`config.mk`:
```
export PLATFORM = sky130hd
export DESIGN_NAME = axil_reg_rd_buffered
export DESIGN_NICKNAME = d
export VERILOG_FILES = /design/src/rtl/axil_pkg.sv /design/src/rtl/axil_resp_fifo.sv /design/src/rtl/axil_reg_rd_buffered.sv
export SDC_FILE = /design/constraint.sdc
export NUM_CORES = 1
export LEC_CHECK = 0
export BUFFER_PORTS_ARGS = -buffer_cell sky130_fd_sc_hd__buf_2
export CAP_MARGIN = 10
export CELL_PAD_IN_SITES_DETAIL_PLACEMENT = 1
export CELL_PAD_IN_SITES_GLOBAL_PLACEMENT = 1
export CORE_ASPECT_RATIO = 0.7
export CORE_MARGIN = 2
export CORE_UTILIZATION = 41
export CTS_CLUSTER_SIZE = 16
export DETAILED_ROUTE_END_ITERATION = 8
export GPL_ROUTABILITY_DRIVEN = 0
export PLACE_DENSITY = 0.77
export SLEW_MARGIN = 20
export SYNTH_ARGS = -nofsm -noshare
export SYNTH_HDL_FRONTEND = slang
export SYNTH_HIERARCHICAL = 1
export SYNTH_SLANG_ARGS = --single-unit
```
`constraint.sdc`:
```
create_clock -name clk -period 2.6 [get_ports clk]
set_clock_uncertainty 0.1 [all_clocks]
set_input_delay 0.26 -clock clk [delete_from_list [all_inputs] [get_ports clk]]
set_output_delay 0.26 -clock clk [all_outputs]
set_load 0.05 [all_outputs]
```
`src/rtl/axil_pkg.sv`:
```
`default_nettype none
// +-----------------------------------------------------------------------------+
// | axil_pkg : shared response codes and read-FSM state type for the AXI-Lite   |
// |            read bridge.                                                     |
// | Revision : 1.0                                                              |
// +-----------------------------------------------------------------------------+
package axil_pkg;

  localparam logic [1:0] RESP_OKAY   = 2'b00;
  localparam logic [1:0] RESP_SLVERR = 2'b10;

  typedef enum logic [0:0] {
    IDLE   = 1'b0,
    ACCESS = 1'b1
  } rd_state_t;

endpackage
`default_nettype wire

```
`src/rtl/axil_resp_fifo.sv`:
```
`default_nettype none
// +-----------------------------------------------------------------------------+
// | axil_resp_fifo : synchronous FIFO holding read responses, with occupancy    |
// |                  count; simultaneous push and pop is lossless when full.    |
// | Revision : 1.0                                                              |
// +-----------------------------------------------------------------------------+
module axil_resp_fifo #(
  parameter int WIDTH = 34,
  parameter int DEPTH = 4
) (
  input  logic                       clk,
  input  logic                       rst,
  input  logic                       push,
  input  logic [WIDTH-1:0]           push_data,
  input  logic                       pop,
  output logic [WIDTH-1:0]           pop_data,
  output logic                       empty,
  output logic [$clog2(DEPTH+1)-1:0] count
);

  localparam int PW = $clog2(DEPTH);
  localparam int CW = $clog2(DEPTH+1);
  localparam logic [CW-1:0] C_DEPTH = CW'(DEPTH);

  logic [WIDTH-1:0] mem_q [DEPTH];
  logic [PW-1:0]    wr_ptr_q, wr_ptr_d;
  logic [PW-1:0]    rd_ptr_q, rd_ptr_d;
  logic [CW-1:0]    count_q, count_d;
  logic             w_push, w_pop, w_full;

  assign empty  = (count_q == '0);
  assign w_full = (count_q == C_DEPTH);
  assign w_pop  = pop && !empty;
  // A full FIFO may still accept a push in the same cycle a slot is freed.
  assign w_push = push && (!w_full || w_pop);

  always_comb begin
    wr_ptr_d = wr_ptr_q;
    rd_ptr_d = rd_ptr_q;
    count_d  = count_q;
    if (w_push) wr_ptr_d = wr_ptr_q + PW'(1);
    if (w_pop)  rd_ptr_d = rd_ptr_q + PW'(1);
    case ({w_push, w_pop})
      2'b10:   count_d = count_q + CW'(1);
      2'b01:   count_d = count_q - CW'(1);
      default: count_d = count_q;
    endcase
  end

  always_ff @(posedge clk) begin
    if (rst) begin
      wr_ptr_q <= '0;
      rd_ptr_q <= '0;
      count_q  <= '0;
    end else begin
      wr_ptr_q <= wr_ptr_d;
      rd_ptr_q <= rd_ptr_d;
      count_q  <= count_d;
    end
  end

  always_ff @(posedge clk) begin
    if (w_push) mem_q[wr_ptr_q] <= push_data;
  end

  assign pop_data = mem_q[rd_ptr_q];
  assign count    = count_q;

endmodule
`default_nettype wire

```
`src/rtl/axil_reg_rd_buffered.sv`:
```
`default_nettype none
// +-----------------------------------------------------------------------------+
// | axil_reg_rd_buffered : AXI-Lite read slave to register bus bridge with a    |
// |   response FIFO and wait-aware timeout. AXIL_RD_TIMEOUT_ERR_EN selects      |
// |   SLVERR/zero-data on timeout instead of OKAY with sampled data.            |
// | Revision : 1.0                                                              |
// +-----------------------------------------------------------------------------+
module axil_reg_rd_buffered
  import axil_pkg::*;
#(
  parameter int DATA_WIDTH = 32,
  parameter int ADDR_WIDTH = 40,
  parameter int TIMEOUT    = 4,
  parameter int RESP_DEPTH = 4
) (
  input  logic                  clk,
  input  logic                  rst,
  input  logic [ADDR_WIDTH-1:0] s_axil_araddr,
  input  logic [2:0]            s_axil_arprot,
  input  logic                  s_axil_arvalid,
  output logic                  s_axil_arready,
  output logic [DATA_WIDTH-1:0] s_axil_rdata,
  output logic [1:0]            s_axil_rresp,
  output logic                  s_axil_rvalid,
  input  logic                  s_axil_rready,
  output logic [ADDR_WIDTH-1:0] reg_rd_addr,
  output logic                  reg_rd_en,
  input  logic [DATA_WIDTH-1:0] reg_rd_data,
  input  logic                  reg_rd_wait,
  input  logic                  reg_rd_ack
);

  localparam int TW = $clog2(TIMEOUT+1);
  localparam int CW = $clog2(RESP_DEPTH+1);
  localparam int FW = DATA_WIDTH + 2;
  localparam logic [TW-1:0] TMO_INIT = TW'(TIMEOUT-1);
  localparam logic [CW-1:0] C_DEPTH  = CW'(RESP_DEPTH);

  rd_state_t             state_q, state_d;
  logic                  ar_full_q, ar_full_d;
  logic [ADDR_WIDTH-1:0] ar_addr_q, ar_addr_d;
  logic                  reg_rd_en_q, reg_rd_en_d;
  logic [ADDR_WIDTH-1:0] reg_rd_addr_q, reg_rd_addr_d;
  logic [TW-1:0]         tmo_q, tmo_d;

  logic                  w_issue, w_done, w_push, w_pop, w_empty;
  logic [FW-1:0]         w_push_data, w_head;
  logic [CW-1:0]         w_count;
  logic                  unused_arprot;

  assign unused_arprot = ^s_axil_arprot;

  assign w_issue = (state_q == IDLE) && ar_full_q && (w_count < C_DEPTH);
  // Ack wins over an expiring counter in the same cycle.
  assign w_done  = (state_q == ACCESS) &&
                   (reg_rd_ack || ((tmo_q == '0) && !reg_rd_wait));

  always_ff @(posedge clk) begin
    if (rst) begin
      state_q       <= IDLE;
      ar_full_q     <= 1'b0;
      ar_addr_q     <= '0;
      reg_rd_en_q   <= 1'b0;
      reg_rd_addr_q <= '0;
      tmo_q         <= '0;
    end else begin
      state_q       <= state_d;
      ar_full_q     <= ar_full_d;
      ar_addr_q     <= ar_addr_d;
      reg_rd_en_q   <= reg_rd_en_d;
      reg_rd_addr_q <= reg_rd_addr_d;
      tmo_q         <= tmo_d;
    end
  end

  always_comb begin
    state_d = state_q;
    case (state_q)
      IDLE:    if (w_issue) state_d = ACCESS;
      ACCESS:  if (w_done)  state_d = IDLE;
      default: state_d = IDLE;
    endcase
  end

  always_comb begin
    ar_full_d     = ar_full_q;
    ar_addr_d     = ar_addr_q;
    reg_rd_en_d   = reg_rd_en_q;
    reg_rd_addr_d = reg_rd_addr_q;
    tmo_d         = tmo_q;
    w_push        = 1'b0;
    if (s_axil_arvalid && !ar_full_q) begin
      ar_full_d = 1'b1;
      ar_addr_d = s_axil_araddr;
    end
    if (w_issue) begin
      reg_rd_en_d   = 1'b1;
      reg_rd_addr_d = ar_addr_q;
      tmo_d         = TMO_INIT;
    end
    if (state_q == ACCESS) begin
      if (w_done) begin
        w_push      = 1'b1;
        ar_full_d   = 1'b0;
        reg_rd_en_d = 1'b0;
      end else if (!reg_rd_wait) begin
        tmo_d = tmo_q - TW'(1);
      end
    end
  end

  always_comb begin
    if (reg_rd_ack) begin
      w_push_data = {reg_rd_data, RESP_OKAY};
    end else begin
`ifdef AXIL_RD_TIMEOUT_ERR_EN
      w_push_data = {{DATA_WIDTH{1'b0}}, RESP_SLVERR};
`else
      w_push_data = {reg_rd_data, RESP_OKAY};
`endif
    end
  end

  assign w_pop = !w_empty && s_axil_rready;

  axil_resp_fifo #(
    .WIDTH (FW),
    .DEPTH (RESP_DEPTH)
  ) u_resp_fifo (
    .clk       (clk),
    .rst       (rst),
    .push      (w_push),
    .push_data (w_push_data),
    .pop       (w_pop),
    .pop_data  (w_head),
    .empty     (w_empty),
    .count     (w_count)
  );

  assign s_axil_arready = !ar_full_q;
  assign s_axil_rvalid  = !w_empty;
  assign s_axil_rdata   = w_empty ? '0 : w_head[FW-1:2];
  assign s_axil_rresp   = w_empty ? RESP_OKAY : w_head[1:0];
  assign reg_rd_en      = reg_rd_en_q;
  assign reg_rd_addr    = reg_rd_addr_q;

endmodule
`default_nettype wire

```
==> impl_metrics.yaml <==
clock_network:
  cts_tree: "built"
  clock-sinks: 231
  insertion_delay_ns: 0.51
  clk_pin_slew_ns: 0.06
  cts_root_buffer: "clkbuf_16"
  cts.path.max_buffers: 3
  tritoncts.num_buffers: 24
  cts_max_level: 1
setup_path:
  timing.critical_path.slowest_stage_cell: "fa_2"
  worst_setup_path_start: "tmo_q[0]$_SDFF_PP0_"
  worst_ep_required_time_ns: 2.89
  setup.worst_path.start_class: "register"
  path_type_of_the_worst_setup_path: "reg -> reg"
  cp_data_arrival_time_ns: 2.77
  crit_path_end_kind: "register"
  crit_path_cell_trace: "inv_1, ha_1, nor3b_1, o21a_1, nand2b_1, fa_2, nand2b_4, o31ai_4, mux2_4"
  worstReg2RegStart: "tmo_q[0]$_SDFF_PP0_"
  worst-path-max-fanout: 3
  max_stage_delay_ns: 0.38
final_layout:
  seq_area_um2: 5990
  area_growth_pct: 30.6
  multiInputGateArea_um2: 2680
  fillers: 2225
  final_nets: 985
  layout-drive-gt1-share_pct: 32.5
sta:
  final_critical_path_setup_slack_ns: 0.120
  final.period_utilization_pct: 95.4
  setup-violations-final: 0
  max-slew-margin-rel_pct: 62.7
  period_minus_slack_ns: 2.48
  tns_ns: 0
  timing.final.hold_violations: 0
  fmax_mhz: 403
  timing.final.max_slew_violations: 0
  tightestPinTransition_ns: 0.560
  grt_setup_unrepaired: "false"
drt:
  antenna_violating_nets_post_route: 0
  num_vias: 5936
  drt_first_iter_violations: 345
  drt-total-wl_um: 22500
  detail_route.drc_violations: 0
  avgRoutedWirePerCell_um: 18.8
  detailed_routing_iterations_pass_1: 6
  routed_vias_inst: 4.95
grt:
  number_of_antenna_violations_at_the_first_check_in_global_routing: 3
  gr-max-usage-layer: "met2"
  grt.overflow.total: 0
  first_global_vias: 6499
  largest_net_degree_at_the_start_of_global_routing: 57
  grt_use_total_pct: 19.6
  use_met1_pct: 24.2
  grt.met3_usage_pct: 4.10
  globalRouteMet2Util_pct: 34.9
  grt_pass1_wl_um: 35500
synthesis:
  synth_edf_count: 136
  synth_seq_cells: 231
  async_flop_share_pct: 0
  yosys_warnings: 6
  synth.distinct_cells: 41
  synth.avg_cell_area_um2: 13.5
  synth_sequential_area_ratio_pct: 67.3
  synthesis.area_um2: 8900
  yosys.cell_count.top_type: "nand2_1"
  netlist_instances: 658
  post-synth-top-area-cell: "edfxtp_1"
  synth-main-ff-cell: "edfxtp_1"
  synth_common_cells: "nand2_1 (148), edfxtp_1 (136), dfxtp_1 (95)"
  yosysTopAreaCellShare_pct: 45.9
  yosys-top-cells-area: "edfxtp_1 (46%), dfxtp_1 (21%), mux4_2 (8.6%)"
hold_path:
  hp-start: "reg_rd_wait"
  hold_path.class: "in -> reg"
pwr:
  vdd_ir_drop_max_mv: 0.555
  power.static_leakage_nw: 4.27
  power.density_cell_area_nw_per_um2: 701
  design_power_total_w: 0.00815
placed_design:
  dp_hpwl_um: 12700
  dp_slack_ns: 0.220
  io_buffer_count: 154
floorplan:
  std_cell_rows: 45
  start_util_pct: 41.4
  core_um2: 21500
  top_level_ports: 158
  die_y_um: 127
  die_area_um2: 22900
  die_w_um: 180
outcome:
  outcome: "complete, no violations"
job:
  max_cap_violations: 0
## what timing repair did
action | CTS | global route
gates cloned | 0 | 0
hold buffers | 73 | 0
setup endpoints to repair | 26 | 1
resized for setup | 1 | 6
setup buffers | 0 | 1
hold endpoints to repair | 169 | 0
pin swaps | 0 | 1
## metrics by stage
step	utilization (%)	cell area, µm²	hold WS [ns]	cells
global route	54.0	11600	0.0634	1200
detailed placement	46.8	10100	0.346	1079
CTS	53.9	11600	0.0170	1196
finish	54.0	11600	0.0412	1200
global placement	46.8	10100	0.339	1079
floorplan	-	8930	0.259	665
## power breakdown
| part | switching (W) | total [W] | internal (W) |
|---|---|---|---|
| registers | 0.0000532 | 0.00404 | 0.00398 |
| logic | 0.000411 | 0.000675 | 0.000264 |
| clock network | 0.00139 | 0.00344 | 0.00205 |
## final timing paths
kind / slack (ns) / end / cells after the start
worst max-delay path: 0.12 / u_resp_fifo/count[2]$_SDFFE_PP0P_ / 9
worst min-delay path: 0.04 / tmo_q[2]$_SDFF_PP0_ / 4
worst max register to register: 0.12 / u_resp_fifo/count[2]$_SDFFE_PP0P_ / 9
worst min register to register: 0.34 / tmo_q[0]$_SDFF_PP0_ / 1
## critical path: cells and delay by family, from the launching register on
family / cells / cell delay, ns
compound gates: 2 / 0.46
fa+ha+maj: 2 / 0.60
buf+inv: 1 / 0.07
flops: 1 / 0.34
mux: 1 / 0.32
simple gates: 3 / 0.49
## metal layers
| layer | vias up | wire, µm |
|---|---|---|
| met5 | - | 0 |
| met4 | 0 | 574 |
| met3 | 43 | 934 |
| met2 | 138 | 11400 |
| met1 | 2959 | 9570 |
| li1 | 2796 | - |
## cell families after synthesis
family / Yosys count / synth area share, %
compound gates: 94 / 6.85
xor+xnor: 5 / 0.492
fa+ha+maj: 7 / 1.07
buf+inv: 52 / 3.28
flops: 231 / 67.3
mux: 36 / 8.84
other cells: 1 / 0.0421
simple gates: 232 / 12.2
## placed cells by master (no fill, tap or decap), types with 25 or more instances in the layout
cell type	netlist	final
a21oi_1	55	55
nand2_1	148	148
dlygate4sd3_1	0	73
clkbuf_16	0	25
buf_2	8	153
a21oi_2	26	26
mux4_2	34	34
nor2b_1	38	37
edfxtp_1	136	136
dfxtp_1	95	92
## layout make-up
| cell class | count | area share [%] |
|---|---|---|
| flip-flops and latches | 231 | 51.6 |
| inverters | 11 | 0.355 |
| multi-input cells | 382 | 23.1 |
| clock buffers | 28 | 5.48 |
| well taps | 282 | 3.04 |
| clock inverters | 16 | 1.32 |
| diodes | 3 | 0.0646 |
| repair buffers | 247 | 15.1 |
## flip-flops by register name, summed over array words and instances, names as in the netlist, named ones only
name,flops
ar_addr_q,40
ar_full_q,1
reg_rd_addr,40
reg_rd_en,1
state_q,1
tmo_q,3
u_resp_fifo/count,3
u_resp_fifo/mem_q,136
u_resp_fifo/rd_ptr_q,2
u_resp_fifo/wr_ptr_q,2
(Power assumes the default switching activity.)
